`src/rtl/uart_tx.sv`:
```
// UART transmitter: start, DATA_WIDTH data bits LSB first, optional parity, stop; each bit PRESCALE clks.
// Accept -> start bit on the next edge; DATA_VALID is only taken in IDLE or on the last stop tick, otherwise ignored.
module uart_tx #(
   parameter int DATA_WIDTH = 8,
   parameter int PRESCALE   = 8
) (
   input  logic                  clk,
   input  logic                  reset,
   input  logic [DATA_WIDTH-1:0] P_DATA,
   input  logic                  DATA_VALID,
   input  logic                  PAR_EN,
   input  logic                  PAR_TYP,
   output logic                  TX_OUT,
   output logic                  busy
);

   localparam int TW = (PRESCALE > 1) ? $clog2(PRESCALE) : 1;
   localparam int BW = (DATA_WIDTH > 1) ? $clog2(DATA_WIDTH) : 1;

   typedef enum logic [2:0] {
      S_IDLE   = 3'd0,
      S_START  = 3'd1,
      S_DATA   = 3'd2,
      S_PARITY = 3'd3,
      S_STOP   = 3'd4
   } state_t;

   state_t                r_state;
   state_t                w_state_nxt;
   logic [TW-1:0]         r_tick;
   logic [BW-1:0]         r_bit_cnt;
   logic [DATA_WIDTH-1:0] r_shift;
   logic [DATA_WIDTH-1:0] w_shift_nxt;
   logic                  r_par_en;
   logic                  r_par_bit;
   logic                  w_last_tick;
   logic                  w_last_bit;
   logic                  w_accept;
   logic                  w_tx_nxt;
   logic                  w_busy_nxt;

   assign w_last_tick = (r_tick == TW'(PRESCALE - 1));
   assign w_last_bit  = (r_bit_cnt == BW'(DATA_WIDTH - 1));
   assign w_accept    = DATA_VALID && ((r_state == S_IDLE) || ((r_state == S_STOP) && w_last_tick));

   always_ff @(posedge clk or posedge reset) begin
      if (reset) r_state <= S_IDLE;
      else       r_state <= w_state_nxt;
   end

   always_comb begin
      w_state_nxt = r_state;
      case (r_state)
         S_IDLE:   if (w_accept) w_state_nxt = S_START;
         S_START:  if (w_last_tick) w_state_nxt = S_DATA;
         S_DATA:   if (w_last_tick && w_last_bit) w_state_nxt = r_par_en ? S_PARITY : S_STOP;
         S_PARITY: if (w_last_tick) w_state_nxt = S_STOP;
         S_STOP: begin
            if (w_accept)         w_state_nxt = S_START;
            else if (w_last_tick) w_state_nxt = S_IDLE;
         end
         default:  w_state_nxt = S_IDLE;
      endcase
   end

   always_comb begin
      w_shift_nxt = r_shift;
      if (w_accept)                              w_shift_nxt = P_DATA;
      else if ((r_state == S_DATA) && w_last_tick) w_shift_nxt = r_shift >> 1;
   end

   // Outputs are decoded from the next state so TX_OUT/busy can be registered without a cycle of lag.
   always_comb begin
      w_tx_nxt   = 1'b1;
      w_busy_nxt = 1'b1;
      case (w_state_nxt)
         S_IDLE:   w_busy_nxt = 1'b0;
         S_START:  w_tx_nxt   = 1'b0;
         S_DATA:   w_tx_nxt   = w_shift_nxt[0];
         S_PARITY: w_tx_nxt   = r_par_bit;
         S_STOP:   w_tx_nxt   = 1'b1;
         default:  w_busy_nxt = 1'b0;
      endcase
   end

   always_ff @(posedge clk or posedge reset) begin
      if (reset) begin
         r_tick    <= '0;
         r_bit_cnt <= '0;
         r_shift   <= '0;
         r_par_en  <= 1'b0;
         r_par_bit <= 1'b0;
         TX_OUT    <= 1'b1;
         busy      <= 1'b0;
      end else begin
         if (w_accept || w_last_tick || (r_state == S_IDLE)) r_tick <= '0;
         else                                                r_tick <= r_tick + TW'(1);

         if ((r_state == S_START) && w_last_tick)
            r_bit_cnt <= '0;
         else if ((r_state == S_DATA) && w_last_tick && !w_last_bit)
            r_bit_cnt <= r_bit_cnt + BW'(1);

         if (w_accept) begin
            r_par_en  <= PAR_EN;
            r_par_bit <= PAR_TYP ? ~^P_DATA : ^P_DATA;
         end

         r_shift <= w_shift_nxt;
         TX_OUT  <= w_tx_nxt;
         busy    <= w_busy_nxt;
      end
   end

endmodule

```
`config.mk`:
```
export PLATFORM = sky130hd
export DESIGN_NAME = uart_tx
export DESIGN_NICKNAME = d
export VERILOG_FILES = /design/src/rtl/uart_tx.sv
export SDC_FILE = /design/constraint.sdc
export NUM_CORES = 1
export LEC_CHECK = 0
export BUFFER_PORTS_ARGS = -buffer_cell sky130_fd_sc_hd__buf_2
export CAP_MARGIN = 20
export CORE_MARGIN = 2
export CORE_UTILIZATION = 38
export DETAILED_ROUTE_END_ITERATION = 16
export PLACE_DENSITY_LB_ADDON = 0.08
export SYNTH_ARGS = -nofsm -noshare
export SYNTH_HDL_FRONTEND = slang
export SYNTH_SLANG_ARGS = --single-unit
```
`constraint.sdc`:
```
create_clock -name clk -period 4.6 [get_ports clk]
set_input_delay 0.69 -clock clk [delete_from_list [all_inputs] [get_ports clk]]
set_output_delay 0.69 -clock clk [all_outputs]
set_load 0.02 [all_outputs]
```
Yosys cells after proc, flatten, opt, wreduce, memory -nomap -nowiden:

Index checks and enable logic that the tools add are counted.

* multiplexer cells: 16
* add/sub/neg operators: 2
* equal/unequal tests: 10
* reductions and logical operators: 16

Operators by type and width (count)
* 2-to-1 mux 3 bit: 10
* 2-to-1 mux 8 bit: 2
* one-hot mux 3 bit (5 select lines): 1
* == test 3 x 2 -> 1 bit (second input constant): 4
* == test 3 bit (second input constant): 4
* XNOR reduction 8 bit: 1
* parity 8 bit: 1
* adder 3 x 1 -> 3 bit (second input constant): 2
* == test 3 x 1 -> 1 bit (second input constant): 2
* logical AND 1 bit: 6
* nonzero test 2 bit: 2
* OR reduction 4 bit: 1
* logical NOT 3 bit: 1
* logical OR 1 bit: 3
* one-hot mux 1 bit (3 select lines): 1
* 2-to-1 mux 1 bit: 2
* logical NOT 1 bit: 1

* register bits after elaboration: 21
* logic and storage cells: 53
* bits of input ports: 13
* output and inout port bits: 2

Depth between registers and ports, before layout:

Gate-level depths: netlist (run 1).

* depth in word-level cells: 9
* depth in mapped cells: 8
* gate-level depth less buffers: 6

Worst setup path before layout (run 1):

Ideal clock, no wire load.

* kind: register to register
* start: register r_tick[0]
* end: register r_par_en
* required time: 4.472 ns
* path buffers: 1
* period minus slack after synthesis: 1.757 ns
* slack: 2.843 ns
* cell stages (with the launch flop): 7
* library setup time: 0.128 ns
* arrival: 1.630 ns
* cell sequence: dfrtp_1 ha_1 ha_1 buf_2 or2b_1 and3_1 mux2_1

* cells in the longest elaborated chain, start to end: 4

Ends and longest elaborated chain
* from (decl): line 30 `logic [TW-1:0] r_tick;`
* from (signal assigned): line 97 `else r_tick <= r_tick + TW'(1);`
* == test 3 bit: line 42 `assign w_last_tick = (r_tick == TW'(PRESCALE - 1));`
* logical AND 1 bit: line 44 `assign w_accept = DATA_VALID && ((r_state == S_IDLE) || ((r_state == S_STOP) && w_last_tick));`
* logical OR 1 bit: line 44
* logical AND 1 bit: line 44
* to (signal assigned): line 91 `r_par_en <= 1'b0;`
* to (signal assigned): line 105 `r_par_en <= PAR_EN;`
* to (decl): line 34 `logic r_par_en;`

Every way passes these cells.
A chain may end at the register's enable or synchronous reset.

Worst setup path after layout (run 1):

* start: register r_tick[0]
* end: register TX_OUT

* cells in the longest elaborated chain, start to end: 8
* elaborated cells between the ends (all ways): 19

Ends and longest elaborated chain
* == test 3 bit (*): line 42
* logical AND 1 bit: line 44
* logical OR 1 bit: line 44
* logical AND 1 bit: line 44
* 2-to-1 mux 3 bit (on tied branches): line 59, 54
* one-hot mux 3 bit (5 select lines): line 53 `case (r_state)`
* == test 3 x 2 -> 1 bit / == test 3 x 1 -> 1 bit (equally long branches): line 76 `case (w_state_nxt)`
* one-hot mux 1 bit (3 select lines) (*): line 76
* via w_tx_nxt: line 39 `logic w_tx_nxt;`
* to (signal assigned): line 110 `TX_OUT <= w_tx_nxt;`
* to (decl): line 13 `output logic TX_OUT,`

Mark *: on every way through the listed nets, which the timed path passes. The rest lies on a longest branch. The select of a mux whose other input is x is not followed.

==> results of run 1 <==
-- worst max path at each step --
stage | from | end | slack, ps
2_1_floorplan | r_tick[0] | r_par_en | 2840
3_3_place_gp | r_tick[0] | TX_OUT | 2590
3_5_place_dp | r_tick[0] | TX_OUT | 2490
4_1_cts | r_tick[0] | TX_OUT | 2480
5_1_grt | r_tick[0] | TX_OUT | 2320
6_report | r_tick[0] | TX_OUT | 2510
-- routing by layer --
metal  vias up  share of wire [%]
met5         -                  0
met4         0               0.80
met3         2                4.1
met2        15                 42
met1       383                 53
li1        400                  -
-- state kept, by name, indices dropped and copies added (netlist names) --
name       cells
r_state        3
r_bit_cnt      3
r_shift        8
r_par_bit      1
busy           1
r_tick         3
TX_OUT         1
r_par_en       1
-- power by group through the flow --
stage          logic (mW)  registers [mW]  clock network (mW)
6_report            0.306           0.338              0.0832
2_1_floorplan       0.256           0.324                   0
3_3_place_gp        0.303           0.341                   0
5_1_grt             0.352           0.350              0.0959
3_5_place_dp        0.311           0.339                   0
4_1_cts             0.312           0.337              0.0882
-- cells by family after synthesis --
logic type                 Yosys count  share of synthesized area [%]
AOI/OAI and AO/OA                   21                           12.3
xor gates and xnor gates             7                           6.66
adders and majority gates            4                           4.44
buffers and inverters               10                           4.33
DFF                                 21                           46.7
muxes                                9                           8.10
and+or+nand+nor                     33                           17.4
-- cells in the mapped netlist (all sizes together) --
cell type and n:
or2b 2, nor2 9, o2bb2ai 3, xor2 2
xnor3 1, mux2 1, nor2b 1, dfstp 1
o21ai 5, nand4 2, a22o 1, and3 1
nand2b 1, or3b 1, a21oi 6, o2111ai 2
and4bb 1, xnor2 4, nor3 1, o21bai 1
and2 3, a22oi 2, nand2 2, nand3b 3
and4 1, dfrtp 20, o311ai 1, nor4 1
buf 4, or2 1, nand3 3, inv 6
mux2i 8, ha 4
-- per-stage QoR --
stage                     hold slack (ps)  util (%)
final                                 451      44.4
after global routing                  478      44.4
after CTS                             458      44.4
after detailed placement              446      43.5
after global placement                431      43.5
after floorplan                       419         -
-- cell type report --
type / count / area share (%)
Timing Repair Buffer: 14 / 5.67
Multi-Input combinational cell: 74 / 44.6
Tap cell: 31 / 3.14
Inverter: 6 / 1.82
Sequential cell: 21 / 42.6
Clock buffer: 4 / 2.13
==> summary.md, run 1 <==
| Metric | Value |
|---|---|
| Status | `finished clean` |
| Post CTS Setup Buffer Count | `0` |
| Worst Hold Path EP | `r_tick[0]` |
| CP Cell Sequence | `ha_1, ha_1, and4bb_1, mux2i_1, o2111ai_1, a22o_1` |
| Die Y | `58.5 um` |
| Most frequent cells in the layout | `20 x dfrtp_1, 14 x buf_2, 9 x nor2_1` |
| Critical Path Max Stage Delay | `530 ps` |
| Hold Crit Start | `r_tick[0]` |
| Fillers | `265` |
| Routability cong. | `0.803` |
| Cell count of the worst reg-to-reg path | `6` |
| Netlist cell types | `36` |
| CORE AREA | `0.00278 mm^2` |
| Area occupied by multi-input gates | `552 um^2` |
| Number of cells on the worst hold path | `1` |
| Layout cells sized above 1 | `16.8%` |
| Sequential fraction of design power | `around 46%` |
| Total Wirelength | `1990 um` |
| Clock Tree Buf Depth | `2` |
| CTS H-tree depth | `1` |
| Mapped Area | `0.00113 mm^2` |
| Clock sink total | `21` |
| Syn Inst Count | `105` |
| GRT Util Overall | `13.4%` |
| Die W | `58.5 um` |
| Vias in the first global route | `798` |
| Headroom to the max-slew limit | `48.5%` |
| Row Count | `19` |
| Reg2reg start | `r_tick[0]` |
| Setup-failing EPs final | `0` |
| Final HPWL DP | `1550 um` |
| Met1 Resource Use GR | `between 10% and 20%` |
| # port buffers | `14` |
| Power per cell area | `589 mW/mm^2` |
| Reg2reg setup slack | `2510 ps` |
| Busiest grt layer | `met1` |
| Leak | `0.531 nW` |
| CTS Root Cell | `clkbuf_4` |
| Ports | `15` |
| CTS buffer count | `3` |
| Hold buffer count at cts | `0` |
| Commonest non-fill, non-tap cell in the layout | `dfrtp_1` |
| Post-Place Cells | `146` |
| DRC | `0` |
| DRT Pass-1 Iters | `4` |
| Worst-Margin Slew | `771 ps` |
| Cell taking the most area after synthesis | `dfrtp_1` |
| Worst path bufs/invs | `0` |
| Fin area | `0.00124 mm^2` |
| Hold Fails Final Rpt | `0` |
| Worst path slowest cell | `and4bb_1` |
| First-pass GRT wire length | `3530 um` |
| Crit Path Max Fanout | `11` |
| Maximum clock rate | `around 480 MHz` |
| YS warnings | `0` |
| Final setup margin | `2510 ps` |
| Register clock-pin slew on the reported worst setup and hold paths | `about 110 ps` |
| Setup Skew | `4.21 ps` |
| Layout Area Growth over Synthesis | `9.66%` |
| RSZ-0062 raised after global routing | `false` |
| Max VDD drop | `327 uV` |
| Synth top area share | `roughly 44%` |
| Most common cell on crit path | `ha_1` |
| Wirelength per Cell | `13.3 um` |
| Gr ovfl total | `0` |
| Final Total Pwr | `0.728 mW` |
| Fin crit share | `45.5%` |
| Critical Path RT | `4830 ps` |
| CTS resizes | `0` |
| Psw | `approximately 0.27 mW` |
| Clock Power Share | `a little under an eighth` |
| Worst Hold Class | `reg2reg` |
| Fin cells | `150` |
| Nature of the critical path endpoint | `flop` |
| Worst skew pair latency | `290 ps` |
| CP delay by family, top | `simple AND/OR/NAND/NOR gates` |
| Final TNS setup | `0 ps` |
| Internal | `0.458 mW` |
| Startpoint Class | `flop` |
| Max-cap violations | `0` |
| Synth Register Bits | `21` |
| Post-DP Area | `0.00121 mm^2` |
| Vias | `800` |
| Setup WS pre-CTS | `~2500 ps` |
| Post-DR vias/cell | `5.33` |
| WP depth | `6` |
| Initial Utilization | `between 40 and 50%` |
| Synth top area cells | `dfrtp_1 44%, mux2i_1 7.1%, ha_1 4.4%` |
| Post-synthesis sequential area ratio | `46.7%` |
| Grt met2 use | `roughly a fifth` |
| Diode count | `0` |
| Die area | `between 0.003 and 0.004 mm^2` |
| Initial antenna violation count | `0` |
| Post-Syn Nets | `between 100 and 150` |
| Setup Crit Path Kind | `reg2reg` |
| CTS tree | `yes` |
| Routed Antenna Nets | `0` |
| Worst endpoint data arrival time | `2320 ps` |
| FF-to-FF End | `TX_OUT` |
| Pins Over Slew Limit | `0` |
| Tmin final | `around 2100 ps` |
| Met3 GRT Util | `~4.2%` |
| Storage element area | `between 500 and 600 um^2` |
| Drt first-iter violations | `22` |
| Nets | `137` |
| Largest net degree at the start of global routing | `22` |
| Combinational share of power | `roughly 42%` |
| Post-synthesis average cell area | `10.7 um^2` |
| Switching fraction of total power | `37.0%` |
Note: power is estimated with default switching activity, not from simulation.
==> run 2: changes to the inputs <==
--- a/config.mk
+++ b/config.mk
@@ -5,6 +5,7 @@
 export SDC_FILE = /design/constraint.sdc
 export NUM_CORES = 1
 export LEC_CHECK = 0
+export ABC_AREA = 1
 export BUFFER_PORTS_ARGS = -buffer_cell sky130_fd_sc_hd__buf_2
 export CAP_MARGIN = 20
 export CORE_MARGIN = 2
==> constraint.sdc (replaced) <==
create_clock -name clk -period 2.2 [get_ports clk]
set_input_delay 0.33 -clock clk [delete_from_list [all_inputs] [get_ports clk]]
set_output_delay 0.33 -clock clk [all_outputs]
set_load 0.02 [all_outputs]
==> summary.md, run 2 <==
| Metric | Value |
|---|---|
| Status | `finished clean` |
| Initial antenna violation count | `0 (unchanged)` |
| Syn Inst Count | `154 (+47%)` |
| Fin crit share | `74.8% (+29 points)` |
| CP startpoint | `r_tick[0]` |
| Max-cap violations | `0 (unchanged)` |
| Nature of the critical path endpoint | `flop` |
| CTS H-tree depth | `1 (unchanged)` |
| Synth top area share | `42.4% (-2.0 points)` |
| Count leader, synth | `nand2_1` |
| Power per cell area | `473 mW/mm^2 (-20%)` |
| Setup Skew | `1.30 ps (-2.91 ps)` |
| Die area | `0.00357 mm^2 (+4.4%)` |
| Critical path capture point | `r_shift[6]` |
| Reg2reg start | `r_tick[0]` |
| Vias in the first global route | `963 (+21%)` |
| Fillers | `304 (+15%)` |
| Startpoint Class | `flop` |
| Netlist cell types | `21 (-42%)` |
| Cell taking the most area after synthesis | `dfrtp_1` |
| Post-synthesis sequential area ratio | `44.6% (-2.1 points)` |
| Worst Hold Class | `in2async` |
| Largest net degree at the start of global routing | `22 (unchanged)` |
| Synth top area cells | `dfrtp_1 42%, nand2_1 17%, inv_1 9.2%` |
| Post-Place Cells | `201 (+38%)` |
| Routability cong. | `0.846 (+5.4%)` |
| Cell count of the worst reg-to-reg path | `7 (+1)` |
| Crit Path Max Fanout | `7 (-4)` |
| Wirelength per Cell | `10.6 um (-20%)` |
| Area occupied by multi-input gates | `533 um^2 (-3.4%)` |
| Hold Fails Final Rpt | `0 (unchanged)` |
| Vias | `997 (+25%)` |
| Nets | `190 (+39%)` |
| Max FFs per register | `8 (unchanged)` |
| Setup Crit Path Kind | `reg2reg` |
| Final HPWL DP | `1740 um (+12%)` |
| Total Wirelength | `2170 um (+8.9%)` |
| Final TNS setup | `0 ps (unchanged)` |
| CTS resizes | `0 (unchanged)` |
| Routed Antenna Nets | `0 (unchanged)` |
| Post-Syn Nets | `171 (+40%)` |
| Post-DR vias/cell | `4.86 (-8.8%)` |
| Commonest non-fill, non-tap cell in the layout | `nand2_1` |
| First-pass GRT wire length | `4010 um (+13%)` |
| Async set or reset register ratio after synthesis | `100% (unchanged)` |
| Layout cells sized above 1 | `16.9% (+0.054 points)` |
| Worst skew pair latency | `300 ps (about the same)` |
| Primary FF master, synth | `dfrtp_1` |
| Die W | `59.8 um (+2.2%)` |
| DRT Pass-1 Iters | `4 (unchanged)` |
| Initial Utilization | `39.3% (-1.2 points)` |
| GRT Util Overall | `14.7% (+1.3 points)` |
| Diode count | `0 (unchanged)` |
| Reg2reg setup slack | `550 ps (-1960 ps)` |
| Setup-failing EPs final | `0 (unchanged)` |
| DRC | `0 (unchanged)` |
| Critical Path RT | `2420 ps (-2410 ps)` |
| Headroom to the max-slew limit | `49.0% (+0.41 points)` |
| CTS tree | `yes` |
| CORE AREA | `0.00300 mm^2 (+8.0%)` |
| Hold buffer count at cts | `0 (unchanged)` |
| # port buffers | `14 (unchanged)` |
| Tmin final | `1650 ps (-444 ps)` |
| Synth top cells by count | `54 x nand2_1, 29 x inv_1, 20 x dfrtp_1` |
| Storage element area | `527 um^2 (unchanged)` |
| Leak | `0.748 nW (+41%)` |
| Register clock-pin slew on the reported worst setup and hold paths | `120 ps (about the same)` |
| Synth Register Bits | `21 (unchanged)` |
| Clock Tree Buf Depth | `2 (unchanged)` |
| Largest Register | `r_shift` |
| Post-synth EDFFs | `0 (unchanged)` |
| Drt first-iter violations | `33 (+50%)` |
| RSZ-0062 raised after global routing | `false` |
| CTS Root Cell | `clkbuf_4` |
| Gr ovfl total | `0 (unchanged)` |
| Ports | `15 (unchanged)` |
| Most frequent cells in the layout | `54 x nand2_1, 29 x inv_1, 20 x dfrtp_1` |
| Post-synthesis average cell area | `7.67 um^2 (-29%)` |
| YS warnings | `0 (unchanged)` |
| Hold WS | `138 ps (-313 ps)` |
| Pins Over Slew Limit | `0 (unchanged)` |
| Row Count | `20 (+1)` |
| Layout Area Growth over Synthesis | `11.8%` |
| Mapped Area | `0.00118 mm^2 (+4.8%)` |
| FF-to-FF End | `r_shift[6]` |
| Worst endpoint data arrival time | `1870 ps (-450 ps)` |
| Clock sink total | `21 (unchanged)` |
| Die Y | `59.8 um (+2.2%)` |
| Maximum clock rate | `607 MHz (+27%)` |
| Post CTS Setup Buffer Count | `0 (unchanged)` |
| Max VDD drop | `230 uV (-30%)` |
| Worst-Margin Slew | `765 ps (-6.20 ps)` |
| CTS buffer count | `3 (unchanged)` |
| Fin cells | `205 (+37%)` |
-- run 2: worst max-delay path: stages (launching register included) --
cell	delay [ps]
dfrtp_1	400
ha_1	200
ha_1	250
inv_2	110
nand2_1	90
nand3_2	140
nand2_1	170
o221ai_1	200
-- run 2: cell families after synthesis --
logic type | count (synthesis) | synth area share (%)
XOR/XNOR | 1 | 0.742
flip-flops | 21 | 44.6
AND/OR/NAND/NOR | 86 | 32.8
AO/OA/AOI/OAI | 11 | 7.31
buffers and inverters | 31 | 10.3
adder cells (fa/ha/maj) | 4 | 4.24
-- run 2: cell type report --
class	instances	area share [%]
multi-input combinational	102	40.4
clock buffer	3	1.71
inverter	31	9.19
timing repair buffer	14	5.31
clock inverter	1	0.379
tap	33	3.13
sequential	21	39.9
-- run 2: stage by stage --
| stage | utilization (%) | instance area [um^2] | worst slack [ps] | power, mW |
|---|---|---|---|---|
| finish | 44.0 | 1320 | 553 | 0.624 |
| CTS | 44.0 | 1320 | 539 | 0.632 |
| detailed placement | 43.0 | 1290 | 569 | 0.444 |
| floorplan | - | 1180 | 718 | 0.422 |
| global placement | 43.0 | 1290 | 597 | 0.442 |
| global route | 44.0 | 1320 | 372 | 0.653 |
-- run 2: per-layer routing --
| layer | vias up | global-route usage, % | wire, um |
|---|---|---|---|
| li1 | 520 | - | - |
| met5 | - | 0 | 0 |
| met2 | 29 | 25.5 | 1040 |
| met4 | 0 | 7.62 | 51 |
| met1 | 443 | 18.1 | 990 |
| met3 | 5 | 1.30 | 80 |
-- run 2: how the worst min path moves through the flow --
stage / start / endpoint
5_1_grt: reset / r_bit_cnt[1]
3_3_place_gp: r_tick[0] / r_tick[0]
3_5_place_dp: r_tick[0] / r_tick[0]
2_1_floorplan: reset / busy
6_report: reset / r_bit_cnt[1]
4_1_cts: reset / r_bit_cnt[0]
-- run 2: power by group --
part / switching, mW / internal [mW] / total (mW)
clock network: 0.120 / 0.0678 / 0.188
registers: 0 / 0.386 / 0.386
logic: 0.0313 / 0.0182 / 0.0495
